**config.mk**
```make
export PLATFORM = sky130hd
export DESIGN_NAME = rr_grant_scheduler
export DESIGN_NICKNAME = d
export VERILOG_FILES = /design/src/rtl/common_arb_pkg.sv /design/src/rtl/one_hot_decoder.sv /design/src/rtl/rr_grant_scheduler.sv
export SDC_FILE = /design/constraint.sdc
export NUM_CORES = 1
export LEC_CHECK = 0
export ABC_AREA = 0
export BUFFER_PORTS_ARGS = -buffer_cell sky130_fd_sc_hd__buf_2
export CAP_MARGIN = 10
export CELL_PAD_IN_SITES_DETAIL_PLACEMENT = 0
export CELL_PAD_IN_SITES_GLOBAL_PLACEMENT = 1
export CORE_MARGIN = 3
export CORE_UTILIZATION = 40
export CTS_CLUSTER_SIZE = 12
export DETAILED_ROUTE_END_ITERATION = 16
export GPL_TIMING_DRIVEN = 0
export MAX_ROUTING_LAYER = met4
export PLACE_DENSITY = 0.79
export SETUP_SLACK_MARGIN = 0.3
export SLEW_MARGIN = 20
export SYNTH_ARGS = -nofsm -noshare
export SYNTH_HDL_FRONTEND = slang
export SYNTH_SLANG_ARGS = --single-unit
```
**constraint.sdc**
```tcl
create_clock -name clk -period 5.4 [get_ports clk]
set_clock_uncertainty 0.1 [all_clocks]
set_input_delay 0.27 -clock clk [delete_from_list [all_inputs] [get_ports clk]]
set_output_delay 0.27 -clock clk [all_outputs]
set_load 0.02 [all_outputs]
```
**src/rtl/common_arb_pkg.sv**
```systemverilog
// Shared arbitration types and helpers.
// Used by round-robin style schedulers.
package common_arb_pkg;

  localparam int ARB_MAX_REQ = 32;
  localparam int ARB_IDX_W   = 5;

  typedef enum logic {
    IDLE  = 1'b0,
    GRANT = 1'b1
  } arb_state_e;

  typedef struct packed {
    logic                 found;
    logic [ARB_IDX_W-1:0] idx;
  } rr_pick_t;

  // Scan pointer, pointer+1, ... and return the first live request.
  // Bits above the caller's requester count are zero, so wrapping
  // modulo ARB_MAX_REQ visits the same order as wrapping at NUM_REQ.
  function automatic rr_pick_t rr_next_idx(
    input logic [ARB_MAX_REQ-1:0] req,
    input logic [ARB_IDX_W-1:0]   pointer,
    input logic                   exclude_en,
    input logic [ARB_IDX_W-1:0]   exclude_idx
  );
    rr_pick_t             r;
    logic [ARB_IDX_W-1:0] k;
    r = '0;
    for (int i = ARB_MAX_REQ - 1; i >= 0; i--) begin
      k = pointer + ARB_IDX_W'(i);
      if (req[k] && !(exclude_en && (k == exclude_idx))) begin
        r.found = 1'b1;
        r.idx   = k;
      end
    end
    return r;
  endfunction

endpackage

```
**src/rtl/one_hot_decoder.sv**
```systemverilog
// Binary index to one-hot vector.
// Pure combinational decode.
module one_hot_decoder #(
  parameter int INPUT_WIDTH = 2
) (
  input  logic [INPUT_WIDTH-1:0]    in_i,
  output logic [2**INPUT_WIDTH-1:0] out_o
);

  localparam int OUT_W = 2**INPUT_WIDTH;

  // Shift a single set bit into position.
  always_comb begin
    out_o = OUT_W'(1) << in_i;
  end

endmodule

```
**src/rtl/rr_grant_scheduler.sv**
```systemverilog
// Round-robin grant scheduler with hold-time preemption.
// Registered index drives a one-hot select.
module rr_grant_scheduler
  import common_arb_pkg::*;
#(
  parameter int NUM_REQ   = 4,
  parameter int IDX_WIDTH = $clog2(NUM_REQ),
  parameter int MAX_HOLD  = 16,
  parameter int CNT_WIDTH = $clog2(MAX_HOLD + 1)
) (
  input  logic                 clk,
  input  logic                 rst_n,
  input  logic [NUM_REQ-1:0]   req,
  output logic [NUM_REQ-1:0]   grant,
  output logic [IDX_WIDTH-1:0] grant_idx,
  output logic                 grant_valid,
  output logic                 preempt
);

  localparam int CW = (CNT_WIDTH < 1) ? 1 : CNT_WIDTH;
  localparam bit HAS_LIMIT = (MAX_HOLD > 0);
  localparam int LIM = HAS_LIMIT ? MAX_HOLD - 1 : 0;
  localparam logic [CW-1:0] HOLD_SAT =
    HAS_LIMIT ? CW'(LIM) : '1;
  localparam logic [IDX_WIDTH-1:0] LAST =
    IDX_WIDTH'(NUM_REQ - 1);

  arb_state_e           state_q, state_d;
  logic [IDX_WIDTH-1:0] idx_q, idx_d;
  logic [IDX_WIDTH-1:0] ptr_q, ptr_d;
  logic [CW-1:0]        cnt_q, cnt_d;
  logic                 pre_q, pre_d;

  logic [ARB_MAX_REQ-1:0] req_ext;
  logic [IDX_WIDTH-1:0]   ptr_nxt;
  logic                   own_req;
  logic                   at_limit;
  logic                   cut;
  rr_pick_t               pick_idle;
  rr_pick_t               pick_next;

  assign req_ext  = ARB_MAX_REQ'(req);
  assign ptr_nxt  = (idx_q == LAST) ? '0 : idx_q + 1'b1;
  assign own_req  = req[idx_q];
  assign at_limit = HAS_LIMIT && (cnt_q == CW'(LIM));

  // Candidate winners: from the fairness pointer when idle, and
  // from just past the owner (owner last) when handing over.
  always_comb begin
    pick_idle = rr_next_idx(req_ext, ARB_IDX_W'(ptr_q),
                            1'b0, '0);
    pick_next = rr_next_idx(req_ext, ARB_IDX_W'(ptr_nxt),
                            1'b1, ARB_IDX_W'(idx_q));
  end

  assign cut = !own_req || (at_limit && pick_next.found);

  // State and datapath registers.
  always_ff @(posedge clk or negedge rst_n) begin
    if (!rst_n) begin
      state_q <= IDLE;
      idx_q   <= '0;
      ptr_q   <= '0;
      cnt_q   <= '0;
      pre_q   <= 1'b0;
    end else begin
      state_q <= state_d;
      idx_q   <= idx_d;
      ptr_q   <= ptr_d;
      cnt_q   <= cnt_d;
      pre_q   <= pre_d;
    end
  end

  // Next-state: arbitrate, hold, release or preempt.
  always_comb begin
    state_d = state_q;
    idx_d   = idx_q;
    ptr_d   = ptr_q;
    cnt_d   = cnt_q;
    pre_d   = 1'b0;
    unique case (state_q)
      IDLE: begin
        if (pick_idle.found) begin
          state_d = GRANT;
          idx_d   = IDX_WIDTH'(pick_idle.idx);
          cnt_d   = '0;
        end
      end
      GRANT: begin
        if (cut) begin
          ptr_d = ptr_nxt;
          cnt_d = '0;
          if (pick_next.found) begin
            idx_d = IDX_WIDTH'(pick_next.idx);
            pre_d = own_req;
          end else begin
            state_d = IDLE;
            idx_d   = '0;
          end
        end else if (cnt_q != HOLD_SAT) begin
          cnt_d = cnt_q + 1'b1;
        end
      end
      default: state_d = IDLE;
    endcase
  end

  logic [2**IDX_WIDTH-1:0] dec;

  one_hot_decoder #(
    .INPUT_WIDTH(IDX_WIDTH)
  ) u_dec (
    .in_i (idx_q),
    .out_o(dec)
  );

  generate
    if (NUM_REQ < 2**IDX_WIDTH) begin : g_trim
      logic dec_unused;
      assign dec_unused = |dec[2**IDX_WIDTH-1:NUM_REQ];
    end
  endgenerate

  // Outputs: pure decode of registered state.
  always_comb begin
    grant_valid = (state_q == GRANT);
    grant_idx   = idx_q;
    preempt     = pre_q;
    grant       = dec[NUM_REQ-1:0] & {NUM_REQ{grant_valid}};
  end

endmodule

```
* Word level (Yosys, flattened, before mapping)
Cells that the tools add are included.
** Word-level totals
- Word-level logic and storage cells :: 455
- Bits in registers :: 11
- Input port bits :: 6
** Operators by class
- Reductions and logical operators :: 70
- Shifts and indexed selects :: 1
- Mux-type cells :: 210
- Magnitude comparators :: 65
- Bitwise logic cells :: 2
- $add $sub $neg :: 64
- Equal/unequal tests :: 38
** Operators with widths (number)
- $mux W6 :: 64
- $bmux W1 S5 :: 62
- $lt A5 B6 Y1 const B :: 48
- $eq A5 B2 Y1 :: 24
- $add A2 B4 Y5 const B :: 16
- $add A2 B5 Y5 const B :: 16
- $mux W1 :: 71
- $lt A4 B6 Y1 const B :: 8
- $add A3 B4 Y5 const B :: 8
- $lt A3 B6 Y1 const B :: 6
- $logic_and A1 B1 Y1 :: 33
- $logic_not A1 Y1 :: 33
- $add A2 B3 Y4 const B :: 8
- $add A3 B3 Y4 const B :: 4
- $eq A4 B2 Y1 :: 4
- $mux W5 :: 3
- $add A2 B2 Y3 const B :: 4
- $lt A2 B6 Y1 const B :: 2
- $pmux W5 S2 :: 1
- $eq A3 B2 Y1 :: 3
- $add A3 B1 Y4 const B :: 2
- $add A3 B2 Y4 const B :: 2
- $mux W2 :: 4
- $add A2 B1 Y3 const B :: 2
- other kinds (18) :: 22

* Logic depth before layout (Yosys ltp)
Gate-level depths: netlist of the first run.
- Depth in word-level cells :: 42
- Depth in mapped cells :: 12
- Mapped depth without buffers :: 8

* Modules after synthesis
From an unflattened synthesis of the first run, not the netlist that was laid out.
** Second synthesis, totals
- Cell total of the unflattened synthesis :: 156
- Area total of the unflattened synthesis :: 1381.3 µm²
** By module, submodules not included
- rr_grant_scheduler :: instances 1, cells an instance 152, area each 1355.0 µm², sequential area each 275.3 µm²
- one_hot_decoder :: instances 1, cells an instance 4, area each 26.3 µm², sequential area each 0.0 µm²

* Least setup slack after synthesis of the first run
No wires, ideal clock.
- Path type :: register -> register
- From :: register idx_q[0], in the netlist grant_idx[0]
- To :: register idx_q[0], in the netlist grant_idx[0]
- Library setup time :: 86 ps
- Path slack :: 2516 ps
- Period minus slack after synthesis :: 2884 ps
- Arrival time :: 2698 ps
- Data required time :: 5214 ps
- Stages on the path, launching flop included :: 13
- Cell sequence :: dfrtp_1 buf_4 inv_2 ha_1 buf_2 buf_2 nand4b_1 o211ai_1 or2_2 o31a_1 or2_1 buf_6 o221ai_2
** Between the ends
- Cells in the longest elaborated chain, start to end :: 42
** RTL lines
- start, declared :: line rr_grant_scheduler.sv:29 : logic [IDX_WIDTH-1:0] idx_q, idx_d;
- start signal, assigned :: line rr_grant_scheduler.sv:68 : idx_q <= idx_d;
- $add A2 B1 Y2 or $eq A2 B2 Y1 (tied branches) :: line rr_grant_scheduler.sv:43 : assign ptr_nxt = (idx_q == LAST) ? '0 : idx_q + 1'b1;
- $mux W2 * :: line rr_grant_scheduler.sv:43
- net ptr_nxt[1] :: line rr_grant_scheduler.sv:35 : logic [IDX_WIDTH-1:0] ptr_nxt;
- $add A3 B1 Y4 :: line common_arb_pkg.sv:31 : k = pointer + ARB_IDX_W'(i);
- $bmux W1 S5 or $eq A5 B2 Y1 (tied branches) :: line common_arb_pkg.sv:32 : if (req[k] && !(exclude_en && (k == exclude_idx))) begin
- $mux W1 (implied by the code) or $logic_not A1 Y1 (tied branches) :: line common_arb_pkg.sv:32
- $logic_and A1 B1 Y1 :: line common_arb_pkg.sv:32
- $mux W6 (31 in series) :: line common_arb_pkg.sv:32
- $mux W6 * :: line common_arb_pkg.sv:32
- $logic_and A1 B1 Y1 :: line rr_grant_scheduler.sv:56 : assign cut = !own_req || (at_limit && pick_next.found);
- $logic_or A1 B1 Y1 :: line rr_grant_scheduler.sv:56
- $ne A2 B1 Y1 (no line)
- $reduce_and A2 Y1 (no line)
Mark *: on every way through the listed nets, which the timed path passes. The rest lies on a longest branch. The select of a mux whose other input is x is not followed.
A chain may end at the register's enable or synchronous reset.

* Worst setup path after layout of the first run
- From :: register idx_q[1], in the netlist grant_idx[1]
- To :: register cnt_q[1]
** Between the ends
- Cells in the longest elaborated chain, start to end :: 42
** RTL lines
- $add A2 B1 Y2 or $eq A2 B2 Y1 (tied branches) :: line rr_grant_scheduler.sv:43
- $mux W2 * :: line rr_grant_scheduler.sv:43
- net ptr_nxt[1] :: line rr_grant_scheduler.sv:35
- $add A3 B1 Y4 :: line common_arb_pkg.sv:31
- $bmux W1 S5 or $eq A5 B2 Y1 (tied branches) :: line common_arb_pkg.sv:32
- $mux W1 (implied by the code) or $logic_not A1 Y1 (tied branches) :: line common_arb_pkg.sv:32
- $logic_and A1 B1 Y1 :: line common_arb_pkg.sv:32
- $mux W6 (31 in series) :: line common_arb_pkg.sv:32
- $mux W6 * :: line common_arb_pkg.sv:32
- $logic_and A1 B1 Y1 * :: line rr_grant_scheduler.sv:56
- $logic_or A1 B1 Y1 * :: line rr_grant_scheduler.sv:56
- $mux W5 or $ne A3 B1 Y1 (tied branches)
- $pmux W5 S2 or $reduce_and A2 Y1 (tied branches)
- end signal, assigned :: line rr_grant_scheduler.sv:70 : cnt_q <= cnt_d;
- end, declared :: line rr_grant_scheduler.sv:31 : logic [CW-1:0] cnt_q, cnt_d;
Marked as above.

==> flow_summary.ini, run 1 <==
[power_and_ir_drop]
p_total_mw = 0.969
p_leak_nw = 0.670
power_density_mw_per_mm2 = 654
irDropWorstVdd_v = 0.000247

[worst_setup_path]
crit_arrival_ns = 3.23
reg2reg_depth = 12
crit_fanout = 10
required_ns = 5.49
r2r_slack_ns = 2.27
start_kind = flop
reg2reg_to = cnt_q[1]
end_kind = flop
timing.rr.start = grant_idx[1]
criticalPathCategory = reg -> reg

[timing]
slew_viol_final = 0
hold_viol_final = 0
setup_viol = 0
grt_setup_unrepaired = false
tightest_slew_ns = 0.488
finalCritPeriodShare_pct = 58.0
fin_crit_ns = 3.13
setup-tns-final_ns = 0
slew-limit-headroom_pct = 67.5
max_freq_mhz = 319

[floorplan]
die_h_um = 63.5
die-area_mm2 = 0.00404
start_util_pct = 42.7
core_area_mm2 = 0.00310
fp.dieW_um = 63.5
rows = 20
io_pins = 14

[yosys]
ys_ff_latch = 11
syn_nets = 180
yosysSeqAreaShare_pct = 20.8
synth.avg_cell_area_um2 = 8.02
synth-edff-count = 0
synth-main-ff-cell = dfrtp_1
netlist_instances = 165
async_reset_ff_share_pct = 100
yosysWarnings = 0
syn-cell-area_mm2 = 0.00132
synth_cell_types = 54

[hold_path]
hold_class = in -> async

[cells_and_area]
n_antenna_cell = 0
final_area_mm2 = 0.00148
layout.nets = 199
nFillCells = 328
syn2layout_area_growth_pct = 11.8
drive_gt1_share_pct = 18.0
final_cells = 227

[routing]
drtIter0Drc = 84
drc = 0
vias = 1327
vias_per_cell = 5.85
ant_nets = 0
wirelength_um = 3500
drt_pass1_iterations = 4
wl_per_cell_um = 15.4

[cts]
htree_levels = 1
clkLatencyLatePin_ns = 0.27
cts_root_buf = clkbuf_4
cts_tree = done
postCtsSetupRepairBufs = 0
clk_path_buf_depth = 2
tritoncts.num_buffers = 3
clkSinkCount = 11
clkTransAtPathRegs_ns = 0.07
cts_resized = 0

[grt]
antenna_found_initial = 0
grt_use_total_pct = 18.7
grt-ovfl-total = 0
grt_pass1_wl_um = 5990
grt_start_max_net_pins = 12
grt_pass1_vias = 1279

[placement]
hpwl_um = 2590
portBuffers = 13
numPlacedInstances = 222
dpl_cell_area_mm2 = 0.00144
gp_congestion = 0.910

[status]
status = finished clean

[job]
max_cap_violations = 0
worst max-delay path, cell delays in order, from the launching register on:
cell     delay, ns
dfrtp_1       0.52
buf_6         0.20
inv_1         0.09
ha_1          0.27
buf_2         0.18
buf_2         0.20
nor4_1        0.25
a31oi_1       0.09
and3_1        0.24
o31a_1        0.36
or2_1         0.25
buf_6         0.14
o22ai_2       0.15
layer usage:
metal / part of all wire (%) / up-vias / GRT usage, %
met5: 0 / - / -
met4: 0.71 / 0 / 5.39
met3: 5.9 / 4 / 2.14
met2: 47 / 50 / 29.9
met1: 46 / 629 / 24.8
li1: - / 644 / -
stage by stage:
step | utilization [%] | setup WS (ns) | hold slack, ns
floorplan | - | 2.52 | -0.126
global route | 47.7 | 2.10 | 0.302
CTS | 47.7 | 2.31 | 0.293
global placement | 46.5 | 2.36 | 0.0453
finish | 47.7 | 2.27 | 0.285
detailed placement | 46.5 | 2.34 | 0.0553
worst max path at each step:
| stage | startpoint | endpoint | slack (ns) | cells past startpoint |
|---|---|---|---|---|
| floorplan | grant_idx[0] | grant_idx[0] | 2.52 | 12 |
| global placement | grant_idx[1] | grant_idx[0] | 2.36 | 12 |
| detailed placement | grant_idx[1] | grant_idx[0] | 2.34 | 12 |
| CTS | grant_idx[1] | grant_idx[0] | 2.31 | 12 |
| global route | grant_idx[1] | cnt_q[4] | 2.10 | 12 |
| finish | grant_idx[1] | cnt_q[1] | 2.27 | 12 |
registers in the layout, summed over array words and instances (netlist names):
register	cells
grant_idx	2
grant_valid	1
preempt	1
ptr_q	2
cnt_q	5
synth_stat cells, types with 3 or more instances:
master	n	share of area [%]
nand2b_1	4	1.9
or2_2	3	1.4
inv_1	6	1.7
and2_1	4	1.9
o22ai_1	3	1.4
buf_2	3	1.1
nand2_1	14	4.0
a21oi_1	4	1.5
nor3_1	3	1.1
o21ai_0	7	2.6
o32ai_1	3	2.0
a31oi_1	5	2.4
or3_1	3	1.4
nand3_1	5	1.9
ha_1	9	8.5
clkbuf_1	7	2.0
nor2_1	13	3.7
and3_1	3	1.4
dfrtp_1	11	21
mux2i_1	10	7.6
xor2_1	3	2.0
area by class of cell:
cell class	count	area, µm²	share of cell area [%]
clock buffers	4	26.3	1.78
plain buffers	13	71.3	4.82
multi-input cells	134	951	64.2
well taps	44	55.1	3.72
flip-flops and latches	11	275	18.6
inverters	7	26.3	1.78
repair buffers	14	75.1	5.07
what timing repair did:
| action | CTS | global route |
|---|---|---|
| endpoints found under the hold margin | 11 | 0 |
| setup endpoints to repair | 0 | 0 |
| hold buffers | 1 | 0 |
where the power goes:
group / total (mW) / switching (mW) / internal, mW
Combinational: 0.767 / 0.445 / 0.321
Clock: 0.0572 / 0.0286 / 0.0286
Sequential: 0.145 / 0.0359 / 0.109
Total: 0.969 / 0.510 / 0.459
layout by cell type, fill, tap and decap left out, types with 2 or more instances in the layout:
cell type  count
and3_1         3
clkbuf_1       8
o21ai_0        7
nand3_1        5
a31oi_1        5
buf_6          2
nor2_1        13
nand4b_1       2
o31ai_1        2
a211o_1        2
nor3_1         3
clkbuf_4       3
inv_1          6
o32ai_1        3
or2_2          3
xor2_1         3
or3_1          3
nor2b_1        2
ha_1           9
and2_1         4
o22ai_1        3
buf_2         16
a21oi_1        4
or2_1          2
nand2_1       14
or4_1          2
dfrtp_1       11
mux2i_1       10
mux2_2         2
o31a_1         2
nand2b_1       4
kinds of logic after synthesis:
kind of cell | count (synthesis) | share of synthesized area [%]
xor gates and xnor gates | 3 | 1.99
AOI/OAI and AO/OA | 44 | 24.4
adders and majority gates | 9 | 8.51
buffers and inverters | 20 | 7.37
DFF | 11 | 20.8
and+or+nand+nor | 65 | 26.0
muxes | 13 | 11.0
Note: power is estimated with default switching activity, not from simulation.
==> run 2: changes to the inputs <==
--- a/config.mk
+++ b/config.mk
@@ -5,18 +5,18 @@
 export SDC_FILE = /design/constraint.sdc
 export NUM_CORES = 1
 export LEC_CHECK = 0
-export ABC_AREA = 0
+export ABC_AREA = 1
 export BUFFER_PORTS_ARGS = -buffer_cell sky130_fd_sc_hd__buf_2
 export CAP_MARGIN = 10
 export CELL_PAD_IN_SITES_DETAIL_PLACEMENT = 0
 export CELL_PAD_IN_SITES_GLOBAL_PLACEMENT = 1
 export CORE_MARGIN = 3
-export CORE_UTILIZATION = 40
+export CORE_UTILIZATION = 36
 export CTS_CLUSTER_SIZE = 12
 export DETAILED_ROUTE_END_ITERATION = 16
 export GPL_TIMING_DRIVEN = 0
 export MAX_ROUTING_LAYER = met4
-export PLACE_DENSITY = 0.79
+export PLACE_DENSITY = 0.8
 export SETUP_SLACK_MARGIN = 0.3
 export SLEW_MARGIN = 20
 export SYNTH_ARGS = -nofsm -noshare
==> constraint.sdc (replaced) <==
create_clock -name clk -period 2.8 [get_ports clk]
set_clock_uncertainty 0.1 [all_clocks]
set_input_delay 0.14 -clock clk [delete_from_list [all_inputs] [get_ports clk]]
set_output_delay 0.14 -clock clk [all_outputs]
set_load 0.02 [all_outputs]
==> flow_summary.ini, run 2 <==
[cells_and_area]
drive_gt1_share_pct = 18.3
largest-register = cnt_q
layout_commonest_cell = nand2_1
syn2layout_area_growth_pct = 15.8
largest_register_ffs = 5
layout.nets = 251
layout_common_cells = nand2_1, inv_1, nand3_1, buf_2, nor2_1
nFillCells = 380
n_antenna_cell = 0

[grt]
top_usage_layer = met2
grtUsageMet3_pct = 2.22
grt-ovfl-total = 0
grt_start_max_net_pins = 12
antenna_found_initial = 0
met1_usage_pct = 21.7
grt_pass1_vias = 1239
grt_pass1_wl_um = 5380
grt_use_total_pct = 15.9
met2_usage_pct = 26.2

[worst_setup_path]
criticalPathCategory = reg -> reg
reg2reg_to = grant_idx[1]
timing.rr.start = grant_idx[0]
crit_end = grant_idx[1]
required_ns = 2.85
crit_arrival_ns = 2.28
end_kind = flop
start_kind = flop
startpoint = grant_idx[0]
r2r_slack_ns = 0.57
crit_fanout = 7
reg2reg_depth = 17

[yosys]
ys_top_cells_by_area = nand2_1, dfrtp_1, ha_1
async_reset_ff_share_pct = 100
yosysSeqAreaShare_pct = 21.8
syn_nets = 229
ys_top_cells_by_count = nand2_1, inv_1, nand3_1
synth.most_common_cell = nand2_1
syn-cell-area_mm2 = 0.00126
yosysWarnings = 0
synth-edff-count = 0
ys_ff_latch = 11
netlist_instances = 214
synth-main-ff-cell = dfrtp_1
synth_cell_types = 27
yosysTopAreaCellShare_pct = 28.6
yosys.area.top_type = nand2_1
synth.avg_cell_area_um2 = 5.89

[cts]
cts_root_buf = clkbuf_4
clkTransAtPathRegs_ns = 0.06
cts_tree = done
htree_levels = 1
clkSinkCount = 11
clk_path_buf_depth = 2
clkLatencyLatePin_ns = 0.26
tritoncts.num_buffers = 3

[timing]
slew-limit-headroom_pct = 83.0
max_freq_mhz = 449
slew_viol_final = 0
finalCritPeriodShare_pct = 79.6
fin_crit_ns = 2.23
whs_ns = 0.167
grt_setup_unrepaired = false
tightest_slew_ns = 0.254
setup-tns-final_ns = 0
setup_viol = 0
hold_viol_final = 0

[routing]
ant_nets = 0
wirelength_um = 3050
drt_pass1_iterations = 4
vias_per_cell = 4.78
drtIter0Drc = 46
vias = 1335
wl_per_cell_um = 10.9
drc = 0

[job]
max_cap_violations = 0

[power_and_ir_drop]
irDropWorstVdd_v = 0.000615
p_int_mw = 0.816
seqPwrFrac_pct = 14.0
clkPwrFrac_pct = 5.1
pwr-share-comb_pct = 80.9
swShare_pct = 58.0
p_leak_nw = 0.871
power_density_mw_per_mm2 = 1330
p_sw_mw = 1.13

[floorplan]
fp.dieW_um = 65.2
core_area_mm2 = 0.00320
io_pins = 14
start_util_pct = 39.4
die_h_um = 65.2
die-area_mm2 = 0.00425
rows = 20

[hold_path]
hold_class = in -> async

[placement]
gp_congestion = 0.784
portBuffers = 13
hpwl_um = 2340

[status]
status = finished clean
-- run 2: cell count changes in the layout (fill, tap and decap cells not counted), moves of 5 or more --
cell	previous run	this run
nand3_1	5	19
nand2_2	0	8
nand2_1	14	96
mux2i_1	10	0
inv_1	6	22
a31oi_1	5	0
clkbuf_1	8	1
-- run 2: cells by family (layout without fill, tap and decap cells) --
kind of cell             count (synthesis)  after routing  share of synthesized area [%]
adder cells (fa/ha/maj)                  9              9                           8.93
AO/OA/AOI/OAI                           18             18                           7.64
buffers and inverters                   29             50                           9.32
XOR/XNOR                                 1              1                          0.695
AND/OR/NAND/NOR                        146            146                           51.6
flip-flops                              11             11                           21.8
-- run 2: routing by layer --
| layer | vias up | share of wire, % |
|---|---|---|
| met3 | 0 | 4.3 |
| met2 | 25 | 44 |
| li1 | 717 | - |
| met5 | - | 0 |
| met4 | 0 | 0 |
| met1 | 593 | 52 |
-- run 2: what timing repair did --
action | in CTS | in global routing
hold buffers | 1 | 0
gates resized for setup | 2 | 5
endpoints found under the hold margin | 11 | 0
setup endpoints to repair | 2 | 10
setup buffers | 0 | 3
gates cloned | 0 | 0
-- run 2: worst min-delay path by stage --
stage,start,to,slack (ns),cells past startpoint
after global placement,rst_n,preempt,-0.08,1
after global routing,rst_n,cnt_q[0],0.19,2
after detailed placement,rst_n,cnt_q[0],-0.08,1
after CTS,rst_n,cnt_q[1],0.17,2
final,rst_n,grant_valid,0.17,2
after floorplan,rst_n,cnt_q[0],-0.26,0
-- run 2: power by group through the flow --
stage / Clock, mW / Sequential, mW / Combinational (mW)
2_1_floorplan: 0 / 0.283 / 1.16
3_3_place_gp: 0 / 0.280 / 1.49
3_5_place_dp: 0 / 0.279 / 1.48
4_1_cts: 0.104 / 0.278 / 1.50
5_1_grt: 0.112 / 0.281 / 1.83
6_report: 0.0996 / 0.272 / 1.57
-- run 2: critical path: stages, from the launching register on --
cell	delay, ns
dfrtp_2	0.44
buf_6	0.15
inv_4	0.09
ha_4	0.24
inv_4	0.09
nand2_1	0.07
nand2_1	0.09
nand2_1	0.05
nand2_1	0.11
inv_1	0.08
nand2_2	0.10
nand3_2	0.10
nand2_2	0.09
nand2_1	0.07
nand2_2	0.08
inv_2	0.06
nand2_1	0.06
nand2_1	0.04
-- run 2: cell type report --
| class | count | area, µm² | area share, % |
|---|---|---|---|
| Buffer | 2 | 16.3 | 1.11 |
| Clock buffer | 4 | 26.3 | 1.80 |
| Inverter | 27 | 106 | 7.28 |
| Multi-Input combinational cell | 174 | 881 | 60.3 |
| Sequential cell | 11 | 278 | 19.0 |
| Tap cell | 44 | 55.1 | 3.77 |
| Timing Repair Buffer | 17 | 97.6 | 6.68 |
-- run 2: through the flow --
stage / cell area, µm² / worst slack [ns] / utilization, % / std cells / power (mW)
2_1_floorplan: 1260 / 0.516 / - / 214 / 1.44
6_report: 1460 / 0.572 / 45.6 / 279 / 1.94
5_1_grt: 1460 / 0.298 / 45.6 / 279 / 2.23
4_1_cts: 1420 / 0.347 / 44.3 / 276 / 1.88
3_3_place_gp: 1380 / 0.225 / 43.1 / 271 / 1.77
3_5_place_dp: 1380 / 0.273 / 43.1 / 271 / 1.76
